$ cat src/rtl/mem_stage.sv
// Memory stage: registers the execute result, runs loads/stores on the dm req/gnt/rvalid bus, retires to writeback.
// Optional misaligned-access suppression is enabled with `define MEM_MISALIGN_CHECK_EN.
package ex_stage_pkg;

    typedef struct packed {
        logic        rf_en;
        logic [4:0]  rd;
        logic [1:0]  wb_sel;
        logic        is_jal;
        logic        dm_rd_en;
        logic        dm_wr_en;
        logic [2:0]  mem_size;   // funct3: 000 B, 001 H, 010 W, 100 BU, 101 HU
        logic [31:0] opr_res;
        logic [31:0] opr_b;
        logic [31:0] pc4;
    } ex_stage_out_t;

    typedef struct packed {
        logic        rf_en;
        logic [4:0]  rd;
        logic [31:0] opr_res;
        logic [31:0] pc4;
        logic        is_jal;
    } ex_stage_in_frm_mem_t;

endpackage

module mem_stage
    import ex_stage_pkg::*;
#(
    parameter int unsigned DM_TIMEOUT = 16
) (
    input  logic                 clk,
    input  logic                 arst_n,
    input  logic                 ex_valid,
    input  ex_stage_out_t        ex_in,
    output logic                 mem_ready,
    output logic                 dm_req,
    output logic                 dm_we,
    output logic [31:0]          dm_addr,
    output logic [3:0]           dm_be,
    output logic [31:0]          dm_wdata,
    input  logic                 dm_gnt,
    input  logic                 dm_rvalid,
    input  logic [31:0]          dm_rdata,
    output ex_stage_in_frm_mem_t fwd_out,
    output logic                 wb_valid,
    output logic                 wb_rf_en,
    output logic [4:0]           wb_rd,
    output logic [31:0]          wb_opr_res,
    output logic [31:0]          wb_load_data,
    output logic [31:0]          wb_pc4,
    output logic [1:0]           wb_sel,
    output logic                 mis_align,
    output logic                 bus_err
);

    typedef enum logic [1:0] {S_IDLE, S_REQ, S_WAIT} state_e;

    localparam logic [7:0] TMO_LAST = 8'(DM_TIMEOUT - 1);

    state_e        state_q, state_d;
    logic          m_valid_q;
    ex_stage_out_t m_q;
    logic [7:0]    tmo_q, tmo_d;

    logic          wb_valid_q, wb_rf_en_q, bus_err_q;
    logic [4:0]    wb_rd_q;
    logic [31:0]   wb_opr_res_q, wb_load_data_q, wb_pc4_q;
    logic [1:0]    wb_sel_q;

    logic          mis_m, mis_ex, acc_done, tmo_hit, completing, issue_ex;
    logic [31:0]   load_fmt;

    function automatic logic [31:0] fmt_load(input logic [2:0] sz, input logic [1:0] a,
                                             input logic [31:0] w);
        logic [7:0]  b;
        logic [15:0] h;
        b = w[{a, 3'b000} +: 8];
        h = a[1] ? w[31:16] : w[15:0];
        case (sz)
            3'b000:  return {{24{b[7]}}, b};
            3'b001:  return {{16{h[15]}}, h};
            3'b100:  return {24'd0, b};
            3'b101:  return {16'd0, h};
            default: return w;
        endcase
    endfunction

`ifdef MEM_MISALIGN_CHECK_EN
    function automatic logic misaligned(input ex_stage_out_t e);
        if (!(e.dm_rd_en || e.dm_wr_en)) return 1'b0;
        case (e.mem_size[1:0])
            2'b01:   return e.opr_res[0];
            2'b10:   return e.opr_res[1:0] != 2'b00;
            default: return 1'b0;
        endcase
    endfunction

    assign mis_m  = m_valid_q && misaligned(m_q);
    assign mis_ex = misaligned(ex_in);
`else
    assign mis_m  = 1'b0;
    assign mis_ex = 1'b0;
`endif

    // Completion: a store finishes on grant, a load on rvalid (possibly in the grant cycle).
    assign acc_done = (state_q == S_REQ && dm_gnt && (m_q.dm_wr_en || dm_rvalid)) ||
                      (state_q == S_WAIT && dm_rvalid);
    assign tmo_hit  = (state_q != S_IDLE) && !acc_done && (tmo_q == TMO_LAST);
    assign completing = m_valid_q &&
                        (!(m_q.dm_rd_en || m_q.dm_wr_en) || mis_m || acc_done || tmo_hit);
    assign mem_ready = !m_valid_q || completing;
    assign issue_ex  = ex_valid && (ex_in.dm_rd_en || ex_in.dm_wr_en) && !mis_ex;
    assign load_fmt  = fmt_load(m_q.mem_size, m_q.opr_res[1:0], dm_rdata);

    // The request starts at the same edge that loads MEM, so it is on the bus in that cycle.
    always_comb begin
        state_d = state_q;
        tmo_d   = tmo_q;
        if (mem_ready) begin
            state_d = issue_ex ? S_REQ : S_IDLE;
            tmo_d   = 8'd0;
        end else begin
            if (state_q == S_REQ && dm_gnt) state_d = S_WAIT;
            if (state_q != S_IDLE)          tmo_d   = tmo_q + 8'd1;
        end
    end

    always_ff @(posedge clk or negedge arst_n) begin
        if (!arst_n) begin
            state_q <= S_IDLE;
            tmo_q   <= 8'd0;
        end else begin
            state_q <= state_d;
            tmo_q   <= tmo_d;
        end
    end

    always_comb begin
        dm_req   = 1'b0;
        dm_we    = 1'b0;
        dm_addr  = 32'd0;
        dm_be    = 4'h0;
        dm_wdata = 32'd0;
        if (state_q == S_REQ) begin
            dm_req  = 1'b1;
            dm_we   = m_q.dm_wr_en;
            dm_addr = {m_q.opr_res[31:2], 2'b00};
            dm_be   = 4'hF;
            if (m_q.dm_wr_en) begin
                case (m_q.mem_size[1:0])
                    2'b00: begin
                        dm_be    = 4'b0001 << m_q.opr_res[1:0];
                        dm_wdata = {4{m_q.opr_b[7:0]}};
                    end
                    2'b01: begin
                        dm_be    = 4'b0011 << {m_q.opr_res[1], 1'b0};
                        dm_wdata = {2{m_q.opr_b[15:0]}};
                    end
                    default: dm_wdata = m_q.opr_b;
                endcase
            end
        end
    end

    always_ff @(posedge clk or negedge arst_n) begin
        if (!arst_n) begin
            m_valid_q <= 1'b0;
            m_q       <= '0;
        end else if (mem_ready) begin
            m_valid_q <= ex_valid;
            m_q       <= ex_in;
        end
    end

    always_ff @(posedge clk or negedge arst_n) begin
        if (!arst_n) begin
            wb_valid_q     <= 1'b0;
            wb_rf_en_q     <= 1'b0;
            wb_rd_q        <= 5'd0;
            wb_opr_res_q   <= 32'd0;
            wb_load_data_q <= 32'd0;
            wb_pc4_q       <= 32'd0;
            wb_sel_q       <= 2'd0;
            bus_err_q      <= 1'b0;
        end else begin
            wb_valid_q <= completing;
            bus_err_q  <= completing && tmo_hit;
            if (completing) begin
                wb_rf_en_q     <= m_q.rf_en && !mis_m && !tmo_hit;
                wb_rd_q        <= m_q.rd;
                wb_opr_res_q   <= m_q.opr_res;
                wb_load_data_q <= (m_q.dm_rd_en && acc_done) ? load_fmt : 32'd0;
                wb_pc4_q       <= m_q.pc4;
                wb_sel_q       <= m_q.wb_sel;
            end
        end
    end

`ifdef MEM_MISALIGN_CHECK_EN
    logic mis_align_q;
    always_ff @(posedge clk or negedge arst_n) begin
        if (!arst_n) mis_align_q <= 1'b0;
        else         mis_align_q <= completing && mis_m;
    end
    assign mis_align = mis_align_q;
`else
    assign mis_align = 1'b0;
`endif

    // Loads are not bypassed from here; their data only exists once writeback has it.
    always_comb begin
        fwd_out.rf_en   = m_valid_q && m_q.rf_en && !m_q.dm_rd_en;
        fwd_out.rd      = m_q.rd;
        fwd_out.opr_res = m_q.opr_res;
        fwd_out.pc4     = m_q.pc4;
        fwd_out.is_jal  = m_q.is_jal;
    end

    assign wb_valid     = wb_valid_q;
    assign wb_rf_en     = wb_rf_en_q;
    assign wb_rd        = wb_rd_q;
    assign wb_opr_res   = wb_opr_res_q;
    assign wb_load_data = wb_load_data_q;
    assign wb_pc4       = wb_pc4_q;
    assign wb_sel       = wb_sel_q;
    assign bus_err      = bus_err_q;

endmodule

$ cat config.mk
export PLATFORM = sky130hd
export DESIGN_NAME = mem_stage
export DESIGN_NICKNAME = d
export VERILOG_FILES = /design/src/rtl/mem_stage.sv
export SDC_FILE = /design/constraint.sdc
export NUM_CORES = 1
export LEC_CHECK = 0
export ABC_CLOCK_PERIOD_IN_PS = 4700
export CORE_UTILIZATION = 45
export CTS_CLUSTER_DIAMETER = 30
export DETAILED_ROUTE_END_ITERATION = 7
export HOLD_SLACK_MARGIN = 0.15
export PLACE_DENSITY = 0.82
export SKIP_CTS_REPAIR_TIMING = 1
export SLEW_MARGIN = 10
export SYNTH_ARGS = -nofsm -noshare
export SYNTH_HDL_FRONTEND = slang
export SYNTH_SLANG_ARGS = --single-unit
$ cat constraint.sdc
create_clock -name clk -period 4.7 [get_ports clk]
set_input_delay 0.47 -clock clk [delete_from_list [all_inputs] [get_ports clk]]
set_output_delay 0.47 -clock clk [all_outputs]
set_load 0.005 [all_outputs]
==> impl_results.html, run 1 <==
<table>
<tr><th>Metric</th><th>Value</th></tr>
<tr><th colspan="2">Status</th></tr>
<tr><td>Status</td><td>finished, final reports clean</td></tr>
<tr><th colspan="2">Critical path</th></tr>
<tr><td>Critical path type</td><td>register to output pin</td></tr>
<tr><td>Highest fanout seen on the critical path</td><td>40</td></tr>
<tr><td>CP Launch Type</td><td>register</td></tr>
<tr><td>Category of the worst setup path capture point</td><td>output pin</td></tr>
<tr><td>Crit path DAT</td><td>3360 ps</td></tr>
<tr><td>Data required time at the worst endpoint</td><td>~4200 ps</td></tr>
<tr><th colspan="2">Logic synthesis</th></tr>
<tr><td>Yosys warning count</td><td>0</td></tr>
<tr><td>Number of storage elements in the synthesis netlist</td><td>~230</td></tr>
<tr><td>Summed instance area of the synthesized netlist</td><td>a little over 10000 um2</td></tr>
<tr><td>Dominant synthesized flop cell</td><td>dfrtp_1</td></tr>
<tr><td>Post-synthesis area per instance</td><td>~13 um2</td></tr>
<tr><td>Fraction of post-synthesis cell area in the top cell type by area</td><td>0.548</td></tr>
<tr><td>Post-synthesis async set-or-reset flop share</td><td>1.00</td></tr>
<tr><td>Cell count after synthesis</td><td>a little over 800</td></tr>
<tr><td>Number of distinct library cells after synthesis</td><td>42</td></tr>
<tr><td>Largest cells by area after synthesis</td><td>dfrtp_1, mux2_2, buf_4, mux2i_1, and2_1</td></tr>
<tr><td>Count of flip-flops with a built-in enable after synthesis</td><td>0</td></tr>
<tr><td>Leading area contributor after synthesis</td><td>dfrtp_1</td></tr>
<tr><td>Sequential cell area fraction in the yosys report</td><td>0.548</td></tr>
<tr><th colspan="2">Clocking</th></tr>
<tr><td>Clock-pin slew on the worst setup and hold paths</td><td>~40 ps</td></tr>
<tr><td>Number of buffers created by CTS</td><td>48</td></tr>
<tr><td>Clock insertion delay at the later pin of the skew report</td><td>between 500 and 600 ps</td></tr>
<tr><td>Clk sink count</td><td>~230</td></tr>
<tr><td>CTS tree</td><td>done</td></tr>
<tr><td>Clk root buf</td><td>clkbuf_16</td></tr>
<tr><td>Buffers from clock root to sink, at most</td><td>3</td></tr>
<tr><td>H-tree Lvls</td><td>2</td></tr>
<tr><th colspan="2">Power</th></tr>
<tr><td>Cell Pwr Density</td><td>roughly 800 nW/um2</td></tr>
<tr><td>Leak</td><td>around 6.7 nW</td></tr>
<tr><td>VDD IR-drop max</td><td>roughly 0.51 mV</td></tr>
<tr><td>Share of total power consumed by net switching</td><td>0.320</td></tr>
<tr><td>Total net switching power</td><td>0.00405 W</td></tr>
<tr><td>Seq pwr share</td><td>0.298</td></tr>
<tr><td>Clock group share of total power</td><td>0.259</td></tr>
<tr><td>Proportion of power drawn by combinational gates</td><td>0.444</td></tr>
<tr><td>Int Power</td><td>0.00860 W</td></tr>
<tr><th colspan="2">Place</th></tr>
<tr><td>Number of placed cells counting well taps</td><td>1384</td></tr>
<tr><td>Count of input and output buffers</td><td>slightly below 400</td></tr>
<tr><td>Total half-perimeter wirelength after legalization and detailed placement</td><td>20.2 mm</td></tr>
<tr><td>Final GP Congestion</td><td>~0.9</td></tr>
<tr><th colspan="2">STA</th></tr>
<tr><td>Minimum clock period after layout</td><td>approximately 3800 ps</td></tr>
<tr><td>Transition time of the tightest slew-check pin</td><td>between 1000 and 1500 ps</td></tr>
<tr><td>Post-Route Skew</td><td>around 13 ps</td></tr>
<tr><td>Setup repair after global routing missed its margin</td><td>false</td></tr>
<tr><td>Setup-failing EPs final</td><td>0</td></tr>
<tr><td>Hold Violations, Final</td><td>0</td></tr>
<tr><td>Pins Over Slew Limit</td><td>0</td></tr>
<tr><td>Worst slew margin</td><td>0.208</td></tr>
<tr><td>Hold slack final</td><td>485 ps</td></tr>
<tr><td>Setup TNS after final layout</td><td>0 ps</td></tr>
<tr><td>Part of the cycle the worst path needs</td><td>0.815</td></tr>
<tr><td>Achievable clock frequency</td><td>261 MHz</td></tr>
<tr><th colspan="2">Detailed routing</th></tr>
<tr><td>Drt pass-1 iters</td><td>5</td></tr>
<tr><td>Average wire per cell in the routed design</td><td>between 20 and 25 um</td></tr>
<tr><td>Highest routing layer actually used</td><td>met4</td></tr>
<tr><td>Via-to-Cell Ratio</td><td>approximately 5.2</td></tr>
<tr><td>Detailed Route Iter0 Violations</td><td>308</td></tr>
<tr><td>Final Routed Wirelength</td><td>29.7 mm</td></tr>
<tr><td>Via count</td><td>between 7000 and 8000</td></tr>
<tr><td>Routed length on met3</td><td>2.27 mm</td></tr>
<tr><td>Routed length on met2</td><td>15.1 mm</td></tr>
<tr><td>Residual DRC</td><td>0</td></tr>
<tr><td>Metal1 wirelength</td><td>11.4 mm</td></tr>
<tr><td>Remaining antenna violation count after routing</td><td>0</td></tr>
<tr><th colspan="2">Global route</th></tr>
<tr><td>Total GRT Usage</td><td>0.253</td></tr>
<tr><td>Vias in the first global route</td><td>8253</td></tr>
<tr><td>Wire length of the first global-routing pass</td><td>between 40 and 50 mm</td></tr>
<tr><td>Pin count of the biggest net entering global routing</td><td>97</td></tr>
<tr><td>Overall overflow remaining after global route</td><td>0</td></tr>
<tr><td>Antenna violations before repair</td><td>0</td></tr>
<tr><th colspan="2">Run</th></tr>
<tr><td>Max Cap Violations</td><td>0</td></tr>
<tr><th colspan="2">Cells and area</th></tr>
<tr><td>Share of final-layout standard cells stronger than drive strength 1</td><td>0.238</td></tr>
<tr><td>Number of diodes</td><td>0</td></tr>
<tr><td>Number of standard cells in the final layout excluding fillers</td><td>1472</td></tr>
<tr><td>Synthesis-to-finish area growth</td><td>50.4%</td></tr>
<tr><td>Leading cell type in the layout, fill and taps excluded</td><td>clkdlybuf4s50_1</td></tr>
<tr><td>Most used cells in the layout excluding fill and tap cells</td><td>clkdlybuf4s50_1, dfrtp_1, mux2_2</td></tr>
<tr><td>Final net count</td><td>roughly 1300</td></tr>
<tr><th colspan="2">Worst hold path</th></tr>
<tr><td>Class of the most critical hold timing path</td><td>register to register</td></tr>
<tr><th colspan="2">Die</th></tr>
<tr><td>I/O Pins</td><td>approximately 400</td></tr>
<tr><td>Horizontal die dimension</td><td>approximately 150 um</td></tr>
<tr><td>Core Box Area</td><td>between 20000 and 25000 um2</td></tr>
<tr><td>Overall die area</td><td>23700 um2</td></tr>
<tr><td>Y dimension of the die</td><td>~150 um</td></tr>
<tr><td>Initial core utilization</td><td>0.458</td></tr>
<tr><td>Std cell rows</td><td>between 50 and 60</td></tr>
</table>
## worst paths after layout
| path | cells after the start | from | slack (ps) | to |
|---|---|---|---|---|
| min in group asynchronous | 2 | arst_n | 540 | fwd_out[37] |
| max in group asynchronous | 3 | arst_n | 3120 | m_q[35] |
| worst max-delay path | 6 | state_q[1] | 870 | dm_wdata[12] |
| worst max register to register | 4 | fwd_out[34] | 1990 | wb_load_data[10] |
| worst min-delay path | 1 | wb_load_data[6] | 480 | wb_load_data[6] |
| worst min register to register | 1 | wb_load_data[6] | 480 | wb_load_data[6] |
## power by group through the flow
stage / Sequential (W) / Combinational [W] / Clock (W)
floorplan: 0.00349 / 0.00344 / 0
global placement: 0.00372 / 0.00551 / 0
detailed placement: 0.00377 / 0.00560 / 0
CTS: 0.00377 / 0.00567 / 0.00333
global route: 0.00390 / 0.00600 / 0.00343
finish: 0.00377 / 0.00561 / 0.00327
## synth_stat cells, drive strengths merged (2+ instances only)
cell type and instances:
a21o 16, a21oi 27, a221o 7, a22o 17, a32o 2, and2 30
and3 17, buf 107, clkbuf 16, dfrtp 227, inv 5, mux2 183
mux2i 25, nand2 40, nand2b 5, nand3 3, nand3b 3, nor2 40
o2111ai 2, o21ai 10, o221ai 7, o22a 2, o2bb2ai 7, xnor2 3
xor2 4
## sequential cells by signal, summed over array words and instances (netlist names)
register / cells
tmo_q: 8
wb_rf_en: 1
wb_pc4: 32
wb_opr_res: 32
state_q: 2
wb_valid: 1
wb_rd: 5
m_valid_q: 1
wb_load_data: 32
wb_sel: 2
fwd_out: 70
m_q: 40
bus_err: 1
## cell families (layout without fill, tap and decap cells)
group	after synthesis	after routing	share of synthesized area
multiplexers	209	209	0.225
buffers and inverters	128	494	0.0790
AND/OR/NAND/NOR	144	144	0.0677
flip-flops	227	227	0.548
AO/OA/AOI/OAI	102	102	0.0731
adder cells (fa/ha/maj)	1	1	0.00121
XOR/XNOR	7	7	0.00591
other	1	3	0.000362
## worst max-delay path, cell delays in order, from the launching register on
cell and delay [ps]:
dfrtp_1 450, nand2b_1 280, inv_1 90, buf_4 350
nand2_1 660, a21oi_1 420, clkdlybuf4s50_1 560
## layer usage
metal,GRT usage,vias to the layer above
met5,0,-
met4,0.101,0
met3,0.0696,64
met2,0.451,352
met1,0.286,3814
li1,-,3481
## stage by stage
| step | cell area [um2] | total power [W] | utilization | setup slack [ps] |
|---|---|---|---|---|
| after floorplan | 10400 | 0.00693 | - | 2470 |
| after global placement | 14000 | 0.00923 | 0.618 | 1640 |
| after detailed placement | 14000 | 0.00937 | 0.618 | 1530 |
| after CTS | 15600 | 0.0128 | 0.689 | 869 |
| after global routing | 15600 | 0.0133 | 0.689 | 602 |
| final | 15600 | 0.0127 | 0.689 | 871 |
## cell type report
class / instances / area (um2)
Clock inverter: 27 / 263
Fill cell: 1579 / 7040
Timing Repair Buffer: 402 / 4040
Multi-Input combinational cell: 466 / 3900
Clock buffer: 60 / 1340
Inverter: 5 / 18.8
Tap cell: 285 / 357
Sequential cell: 227 / 5680
No activity file was read; power rests on OpenSTA's default activity.
==> run 2: changes to the inputs <==
--- a/config.mk
+++ b/config.mk
@@ -5,12 +5,13 @@
 export SDC_FILE = /design/constraint.sdc
 export NUM_CORES = 1
 export LEC_CHECK = 0
-export ABC_CLOCK_PERIOD_IN_PS = 4700
-export CORE_UTILIZATION = 45
+export ABC_CLOCK_PERIOD_IN_PS = 3350
+export CORE_ASPECT_RATIO = 1.75
+export CORE_UTILIZATION = 40
 export CTS_CLUSTER_DIAMETER = 30
 export DETAILED_ROUTE_END_ITERATION = 7
 export HOLD_SLACK_MARGIN = 0.15
-export PLACE_DENSITY = 0.82
+export PLACE_DENSITY = 0.77
 export SKIP_CTS_REPAIR_TIMING = 1
 export SLEW_MARGIN = 10
 export SYNTH_ARGS = -nofsm -noshare
==> constraint.sdc (replaced) <==
create_clock -name clk -period 3.35 [get_ports clk]
set_input_delay 0.335 -clock clk [delete_from_list [all_inputs] [get_ports clk]]
set_output_delay 0.335 -clock clk [all_outputs]
set_load 0.005 [all_outputs]
==> run 2 against run 1 <==
Compared with the run above:
- clock power grew 13%
- via count up 0.34%
- combinational power is 43% higher
- global-route usage shrank 1.1 points
- register-to-register slack lost 1300 ps
- largest power group unchanged
- highest routed layer unchanged
==> impl_results.html, run 2 (synthesis gave the netlist of run 1 again) <==
<table>
<tr><th>Metric</th><th>Value</th></tr>
<tr><th colspan="2">Critical path</th></tr>
<tr><td>Critical path's top delay family</td><td>buffers and inverters</td></tr>
<tr><td>Delay of the slowest cell on the worst path</td><td>600 ps (-60 ps)</td></tr>
<tr><td>Highest fanout seen on the critical path</td><td>52 (+30%)</td></tr>
<tr><td>Count of cells along the worst register-to-register path</td><td>4 (unchanged)</td></tr>
<tr><td>Worst flop-to-flop path startpoint</td><td>fwd_out[34]</td></tr>
<tr><td>Chain of cells forming the critical path</td><td>buf_4, or2_2, nand2_1, a21oi_1, clkdlybuf4s50_1</td></tr>
<tr><td>CP Launch Type</td><td>register</td></tr>
<tr><td>Category of the worst setup path capture point</td><td>output pin</td></tr>
<tr><td>Reg2Reg Setup Slack</td><td>730 ps (-1260 ps)</td></tr>
<tr><td>Worst path depth</td><td>5 (-1)</td></tr>
<tr><td>Count of buffer and inverter cells on the critical path</td><td>2 (-1)</td></tr>
<tr><td>Standard cell with the maximum stage delay on the critical path</td><td>clkdlybuf4s50_1</td></tr>
<tr><td>Crit path DAT</td><td>2660 ps (-700 ps)</td></tr>
<tr><td>End of the worst register-to-register path</td><td>wb_load_data[30]</td></tr>
<tr><td>Data required time at the worst endpoint</td><td>3010 ps (-1220 ps)</td></tr>
<tr><td>Origin of the worst setup path</td><td>m_q[97]</td></tr>
<tr><td>Critical path type</td><td>register to output pin</td></tr>
<tr><th colspan="2">Run</th></tr>
<tr><td>Max Cap Violations</td><td>0 (unchanged)</td></tr>
<tr><th colspan="2">Worst hold path</th></tr>
<tr><td>Min-Delay Startpoint</td><td>ex_valid</td></tr>
<tr><td>Hold path cells</td><td>2 (+1)</td></tr>
<tr><td>Hold Crit Endpoint</td><td>m_valid_q</td></tr>
<tr><td>Class of the most critical hold timing path</td><td>primary input to register</td></tr>
<tr><th colspan="2">STA</th></tr>
<tr><td>Final critical-path setup slack</td><td>356 ps (-515 ps)</td></tr>
<tr><td>Minimum clock period after layout</td><td>roughly 3000 ps</td></tr>
<tr><td>Achievable clock frequency</td><td>approximately 330 MHz</td></tr>
<tr><td>Setup-failing EPs final</td><td>0 (unchanged)</td></tr>
<tr><td>Part of the cycle the worst path needs</td><td>0.894</td></tr>
<tr><td>Hold Violations, Final</td><td>0 (unchanged)</td></tr>
<tr><td>Pins Over Slew Limit</td><td>0 (unchanged)</td></tr>
<tr><td>Post-Route Skew</td><td>14.9 ps (+2.10 ps)</td></tr>
<tr><td>Setup repair after global routing missed its margin</td><td>false</td></tr>
<tr><td>Transition time of the tightest slew-check pin</td><td>1190 ps (+3.60 ps)</td></tr>
<tr><td>Worst slew margin</td><td>0.207 (-0.000934)</td></tr>
<tr><td>Setup TNS after final layout</td><td>0 ps (unchanged)</td></tr>
<tr><td>Hold slack final</td><td>430 ps (-55.2 ps)</td></tr>
<tr><th colspan="2">Die</th></tr>
<tr><td>Y dimension of the die</td><td>215 um (+40%)</td></tr>
<tr><td>Horizontal die dimension</td><td>124 um (-20%)</td></tr>
<tr><td>Initial core utilization</td><td>0.409 (-0.0488)</td></tr>
<tr><td>Overall die area</td><td>26600 um2 (+12%)</td></tr>
<tr><td>Std cell rows</td><td>77 (+40%)</td></tr>
<tr><td>Core Box Area</td><td>25300 um2 (+12%)</td></tr>
<tr><td>I/O Pins</td><td>396 (unchanged)</td></tr>
<tr><th colspan="2">Clocking</th></tr>
<tr><td>Number of buffers created by CTS</td><td>36 (-25%)</td></tr>
<tr><td>Clk root buf</td><td>clkbuf_16</td></tr>
<tr><td>Clock insertion delay at the later pin of the skew report</td><td>510 ps (about the same)</td></tr>
<tr><td>CTS tree</td><td>done</td></tr>
<tr><td>H-tree Lvls</td><td>2 (unchanged)</td></tr>
<tr><td>Clock-pin slew on the worst setup and hold paths</td><td>50 ps (about the same)</td></tr>
<tr><td>Buffers from clock root to sink, at most</td><td>3 (unchanged)</td></tr>
<tr><td>Clk sink count</td><td>227 (unchanged)</td></tr>
<tr><th colspan="2">Power</th></tr>
<tr><td>Int Power</td><td>0.0114 W (+32%)</td></tr>
<tr><td>Total net switching power</td><td>0.00558 W (+38%)</td></tr>
<tr><td>Seq pwr share</td><td>0.310 (+0.012)</td></tr>
<tr><td>Cell Pwr Density</td><td>1110 nW/um2 (+36%)</td></tr>
<tr><td>Share of total power consumed by net switching</td><td>0.329 (+0.00839)</td></tr>
<tr><td>Post-layout total power</td><td>0.0170 W (+34%)</td></tr>
<tr><td>VDD IR-drop max</td><td>0.712 mV (+40%)</td></tr>
<tr><td>Proportion of power drawn by combinational gates</td><td>0.473 (+0.029)</td></tr>
<tr><td>Clock group share of total power</td><td>0.217 (-0.042)</td></tr>
<tr><td>Leak</td><td>6.58 nW (-2.1%)</td></tr>
<tr><th colspan="2">Cells and area</th></tr>
<tr><td>Number of standard cells in the final layout excluding fillers</td><td>1491 (+1.3%)</td></tr>
<tr><td>Synthesis-to-finish area growth</td><td>47.8%</td></tr>
<tr><td>Max reg flops</td><td>70 (unchanged)</td></tr>
<tr><td>Final net count</td><td>1296 (-0.15%)</td></tr>
<tr><td>Share of final-layout standard cells stronger than drive strength 1</td><td>0.230 (-0.00889)</td></tr>
<tr><td>FILL cells</td><td>2046 (+30%)</td></tr>
<tr><td>Most used cells in the layout excluding fill and tap cells</td><td>clkdlybuf4s50_1, dfrtp_1, mux2_2</td></tr>
<tr><td>Leading cell type in the layout, fill and taps excluded</td><td>clkdlybuf4s50_1</td></tr>
<tr><th colspan="2">Place</th></tr>
<tr><td>Count of input and output buffers</td><td>392 (unchanged)</td></tr>
<tr><td>Final GP Congestion</td><td>0.897 (+2.4%)</td></tr>
<tr><td>Pre-CTS worst setup slack</td><td>735 ps (-791 ps)</td></tr>
<tr><td>Number of placed cells counting well taps</td><td>1425 (+3.0%)</td></tr>
<tr><td>Total half-perimeter wirelength after legalization and detailed placement</td><td>22.8 mm (+13%)</td></tr>
<tr><th colspan="2">Detailed routing</th></tr>
<tr><td>Residual DRC</td><td>0 (unchanged)</td></tr>
<tr><td>Final Routed Wirelength</td><td>31.6 mm (+6.5%)</td></tr>
<tr><td>Detailed Route Iter0 Violations</td><td>315 (+2.3%)</td></tr>
<tr><td>Via-to-Cell Ratio</td><td>5.19 (-0.94%)</td></tr>
<tr><td>Via count</td><td>7737 (+0.34%)</td></tr>
<tr><td>Remaining antenna violation count after routing</td><td>0 (unchanged)</td></tr>
<tr><td>Drt pass-1 iters</td><td>4 (-1)</td></tr>
<tr><td>Average wire per cell in the routed design</td><td>21.2 um (+5.1%)</td></tr>
<tr><th colspan="2">Global route</th></tr>
<tr><td>Total GRT Usage</td><td>0.242 (-0.0109)</td></tr>
<tr><td>Vias in the first global route</td><td>8158 (-1.2%)</td></tr>
<tr><td>Overall overflow remaining after global route</td><td>0 (unchanged)</td></tr>
<tr><td>Wire length of the first global-routing pass</td><td>48.2 mm (+3.6%)</td></tr>
<tr><td>Pin count of the biggest net entering global routing</td><td>107 (+10%)</td></tr>
<tr><td>Antenna violations before repair</td><td>3 (+3)</td></tr>
<tr><th colspan="2">Status</th></tr>
<tr><td>Status</td><td>finished, final reports clean</td></tr>
</table>
-- run 2: worst register-to-register path: cells and delay by family (launching register included) --
family | cells | cell delay [ps]
compound gates | 2 | 1260
simple gates | 1 | 90
mux | 1 | 350
flops | 1 | 850
-- run 2: final cells by class --
type	instances	area, um2	share of cell area
antenna	3	7.51	0.000490
clock buffer	45	1010	0.0656
clock inverter	17	193	0.0126
inverter	5	18.8	0.00122
multi-input combinational	466	3900	0.254
sequential	227	5680	0.371
tap	316	395	0.0258
timing repair buffer	412	4130	0.269
-- run 2: per-stage QoR --
step / area, um2 / utilization
5_1_grt: 15300 / 0.605
6_report: 15300 / 0.605
4_1_cts: 15300 / 0.604
2_1_floorplan: 10400 / -
3_3_place_gp: 14100 / 0.557
3_5_place_dp: 14100 / 0.557
-- run 2: power groups by stage --
| stage | clock network, W | logic (W) | registers (W) |
|---|---|---|---|
| 3_3_place_gp | 0 | 0.00792 | 0.00523 |
| 6_report | 0.00369 | 0.00802 | 0.00526 |
| 3_5_place_dp | 0 | 0.00806 | 0.00530 |
| 4_1_cts | 0.00376 | 0.00812 | 0.00528 |
| 2_1_floorplan | 0 | 0.00482 | 0.00490 |
| 5_1_grt | 0.00389 | 0.00858 | 0.00547 |
-- run 2: worst max-delay path by stage --
stage	to
3_3_place_gp	wb_opr_res[9]
6_report	dm_wdata[13]
4_1_cts	dm_wdata[13]
5_1_grt	dm_wdata[11]
2_1_floorplan	wb_load_data[10]
3_5_place_dp	wb_opr_res[24]
-- run 2: layer usage --
metal  up-vias  part of all wire  global-route usage
li1       3475                 -                   -
met1      3854              0.35               0.261
met2       330              0.53               0.424
met3        78             0.072              0.0645
met4         0             0.047               0.122
met5         -                 0                   0
==> run 3: changes to the inputs <==
--- a/config.mk
+++ b/config.mk
@@ -5,13 +5,13 @@
 export SDC_FILE = /design/constraint.sdc
 export NUM_CORES = 1
 export LEC_CHECK = 0
-export ABC_CLOCK_PERIOD_IN_PS = 3350
-export CORE_ASPECT_RATIO = 1.75
-export CORE_UTILIZATION = 40
+export ABC_CLOCK_PERIOD_IN_PS = 3800
+export CORE_UTILIZATION = 45
 export CTS_CLUSTER_DIAMETER = 30
 export DETAILED_ROUTE_END_ITERATION = 7
 export HOLD_SLACK_MARGIN = 0.15
-export PLACE_DENSITY = 0.77
+export PLACE_DENSITY = 0.82
+export RECOVER_POWER = 100
 export SKIP_CTS_REPAIR_TIMING = 1
 export SLEW_MARGIN = 10
 export SYNTH_ARGS = -nofsm -noshare
==> constraint.sdc (replaced) <==
create_clock -name clk -period 3.8 [get_ports clk]
set_input_delay 0.38 -clock clk [delete_from_list [all_inputs] [get_ports clk]]
set_output_delay 0.38 -clock clk [all_outputs]
set_load 0.005 [all_outputs]
==> run 3 against run 2 <==
Compared with the run above:
- the run now ends with capacitance limit, slew limit left
- cell area rose by 2.8%
- hold slack gained 8.3 ps
- worst setup slack gained 120 ps
- non-clock buffer count fell by 5
- count of clock-buffer cells in the layout up 21
- sequential share of layout area shrank 1.0 points
- total power decreased by 7.8%
- first-iteration DRC count is 15% higher
- critical path type unchanged
- highest routed layer unchanged
==> impl_results.html, run 3 (synthesis gave the netlist of run 1 again) <==
<table>
<tr><th>Metric</th><th>Value</th></tr>
<tr><th colspan="2">Die</th></tr>
<tr><td>Core Box Area</td><td>22600 um2 (-11%)</td></tr>
<tr><td>Std cell rows</td><td>55 (-29%)</td></tr>
<tr><td>Horizontal die dimension</td><td>154 um (+24%)</td></tr>
<tr><td>Initial core utilization</td><td>0.458 (+0.0488)</td></tr>
<tr><td>I/O Pins</td><td>396 (unchanged)</td></tr>
<tr><td>Y dimension of the die</td><td>154 um (-28%)</td></tr>
<tr><td>Overall die area</td><td>23700 um2 (-11%)</td></tr>
<tr><th colspan="2">Critical path</th></tr>
<tr><td>CP Launch Type</td><td>register</td></tr>
<tr><td>Crit path DAT</td><td>2940 ps (+280 ps)</td></tr>
<tr><td>Data required time at the worst endpoint</td><td>3420 ps (+410 ps)</td></tr>
<tr><td>Category of the worst setup path capture point</td><td>output pin</td></tr>
<tr><td>Highest fanout seen on the critical path</td><td>25 (-52%)</td></tr>
<tr><td>Critical path type</td><td>register to output pin</td></tr>
<tr><th colspan="2">Power</th></tr>
<tr><td>Cell Pwr Density</td><td>993 nW/um2 (-10%)</td></tr>
<tr><td>Post-layout total power</td><td>0.0156 W (-7.8%)</td></tr>
<tr><td>Leak</td><td>7.08 nW (+7.7%)</td></tr>
<tr><td>VDD IR-drop max</td><td>0.763 mV (+7.2%)</td></tr>
<tr><th colspan="2">STA</th></tr>
<tr><td>Minimum clock period after layout</td><td>between 3000 and 4000 ps</td></tr>
<tr><td>Worst slew margin</td><td>-0.610 (-0.818)</td></tr>
<tr><td>Post-Route Skew</td><td>28.7 ps (+13.8 ps)</td></tr>
<tr><td>Setup-failing EPs final</td><td>0 (unchanged)</td></tr>
<tr><td>Achievable clock frequency</td><td>around 300 MHz</td></tr>
<tr><td>Part of the cycle the worst path needs</td><td>0.875</td></tr>
<tr><td>Setup repair after global routing missed its margin</td><td>false</td></tr>
<tr><td>Transition time of the tightest slew-check pin</td><td>2420 ps (+1230 ps)</td></tr>
<tr><td>Hold Violations, Final</td><td>0 (unchanged)</td></tr>
<tr><td>Setup TNS after final layout</td><td>0 ps (unchanged)</td></tr>
<tr><td>Pins Over Slew Limit</td><td>215 (+215)</td></tr>
<tr><th colspan="2">Global route</th></tr>
<tr><td>Total GRT Usage</td><td>0.254 (+0.0121)</td></tr>
<tr><td>Pin count of the biggest net entering global routing</td><td>122 (+14%)</td></tr>
<tr><td>Overall overflow remaining after global route</td><td>0 (unchanged)</td></tr>
<tr><td>Vias in the first global route</td><td>8219 (+0.75%)</td></tr>
<tr><td>Antenna violations before repair</td><td>1 (-2)</td></tr>
<tr><td>Wire length of the first global-routing pass</td><td>46.8 mm (-2.9%)</td></tr>
<tr><th colspan="2">Detailed routing</th></tr>
<tr><td>Detailed Route Iter0 Violations</td><td>363 (+15%)</td></tr>
<tr><td>Final Routed Wirelength</td><td>30.1 mm (-4.8%)</td></tr>
<tr><td>Drt pass-1 iters</td><td>4 (unchanged)</td></tr>
<tr><td>Residual DRC</td><td>0 (unchanged)</td></tr>
<tr><td>Average wire per cell in the routed design</td><td>20.3 um (-4.4%)</td></tr>
<tr><td>Remaining antenna violation count after routing</td><td>0 (unchanged)</td></tr>
<tr><td>Via count</td><td>7846 (+1.4%)</td></tr>
<tr><td>Via-to-Cell Ratio</td><td>5.28 (+1.8%)</td></tr>
<tr><th colspan="2">Clocking</th></tr>
<tr><td>Clock insertion delay at the later pin of the skew report</td><td>550 ps (+40 ps)</td></tr>
<tr><td>Clk root buf</td><td>clkbuf_16</td></tr>
<tr><td>Buffers from clock root to sink, at most</td><td>3 (unchanged)</td></tr>
<tr><td>CTS tree</td><td>done</td></tr>
<tr><td>Number of buffers created by CTS</td><td>51 (+42%)</td></tr>
<tr><td>H-tree Lvls</td><td>2 (unchanged)</td></tr>
<tr><td>Clock-pin slew on the worst setup and hold paths</td><td>40 ps (about the same)</td></tr>
<tr><td>Clk sink count</td><td>227 (unchanged)</td></tr>
<tr><th colspan="2">Cells and area</th></tr>
<tr><td>Area occupied by registers</td><td>5680 um2 (unchanged)</td></tr>
<tr><td>Leading cell type in the layout, fill and taps excluded</td><td>dlygate4sd3_1</td></tr>
<tr><td>Core utilization of the finished layout</td><td>0.696 (+0.0908)</td></tr>
<tr><td>Most used cells in the layout excluding fill and tap cells</td><td>dlygate4sd3_1, dfrtp_1, mux2_2</td></tr>
<tr><td>Area of combinational cells with multiple inputs</td><td>3890 um2 (-0.29%)</td></tr>
<tr><td>Share of final-layout standard cells stronger than drive strength 1</td><td>0.237 (+0.00734)</td></tr>
<tr><td>FILL cells</td><td>1593 (-22%)</td></tr>
<tr><td>Number of standard cells in the final layout excluding fillers</td><td>1485 (-0.40%)</td></tr>
<tr><td>Final net count</td><td>1306 (+0.77%)</td></tr>
<tr><td>Max reg flops</td><td>70 (unchanged)</td></tr>
<tr><td>Synthesis-to-finish area growth</td><td>51.9%</td></tr>
<tr><th colspan="2">Worst hold path</th></tr>
<tr><td>Class of the most critical hold timing path</td><td>primary input to register</td></tr>
<tr><th colspan="2">Place</th></tr>
<tr><td>Final GP Congestion</td><td>0.838 (-6.6%)</td></tr>
<tr><td>Total half-perimeter wirelength after legalization and detailed placement</td><td>20.4 mm (-10%)</td></tr>
<tr><td>Count of input and output buffers</td><td>392 (unchanged)</td></tr>
<tr><td>Number of placed cells counting well taps</td><td>1389 (-2.5%)</td></tr>
<tr><th colspan="2">Status</th></tr>
<tr><td>Status</td><td>complete, but fails checks</td></tr>
<tr><td>Violated checks</td><td>capacitance limit, slew limit</td></tr>
<tr><th colspan="2">Run</th></tr>
<tr><td>Max Cap Violations</td><td>2 (+2)</td></tr>
</table>
==> run 3: cell count changes in the layout (fill, tap and decap cells not counted), moves of 3 or more <==
cell             change
buf_12               -3
clkinvlp_4           +6
and2_1              -13
dlygate4sd3_1      +231
clkbuf_16           +14
clkbuf_1             +9
and2_0              +13
clkbuf_2             +4
buf_4               -10
clkdlybuf4s50_1    -231
bufinv_16            +5
==> run 3: per-layer routing <==
metal / share of wire / wire (um) / GRT usage
met4: 0.027 / 813 / 0.0910
met3: 0.086 / 2590 / 0.0781
met5: 0 / 0 / 0
met2: 0.50 / 15200 / 0.435
met1: 0.38 / 11500 / 0.302
==> run 3: through the flow <==
step	hold WS [ps]	area [um2]	setup slack, ps
final	438	15800	477
after global routing	447	15800	300
after CTS	-112	15800	482
after detailed placement	444	14000	1080
after global placement	443	14000	1130
after floorplan	84.4	10400	1660
==> run 3: cell type report <==
type / count / share of cell area
clock inverters: 28 / 0.0243
flip-flops and latches: 227 / 0.361
repair buffers: 407 / 0.255
diodes: 1 / 0.000159
well taps: 285 / 0.0226
clock buffers: 66 / 0.0890
inverters: 5 / 0.00119
multi-input cells: 466 / 0.247
==> run 3: where the power goes <==
group	leakage, nW	total [W]	switching (W)	internal, W
Combinational	3.49	0.00653	0.00267	0.00386
Clock	0.852	0.00449	0.00136	0.00313
Sequential	2.74	0.00462	0.000974	0.00365
==> run 3: worst max-delay path: stages (launching register included) <==
cell and delay (ps):
dfrtp_1 460, nand2b_1 280, inv_1 110, nand2_1 570, a21oi_1 370, dlygate4sd3_1 610
==> run 3: path summary, 6_finish.rpt <==
kind | from | to | slack, ps | depth (start not counted)
setup / recovery | state_q[1] | dm_wdata[11] | 480 | 5
min in group asynchronous | arst_n | wb_opr_res[8] | 1100 | 2
hold reg to reg | wb_load_data[15] | wb_load_data[15] | 480 | 1
hold / removal | ex_valid | m_valid_q | 440 | 2
max in group asynchronous | arst_n | wb_opr_res[27] | 1060 | 3
setup reg to reg | tmo_q[5] | fwd_out[22] | 510 | 5
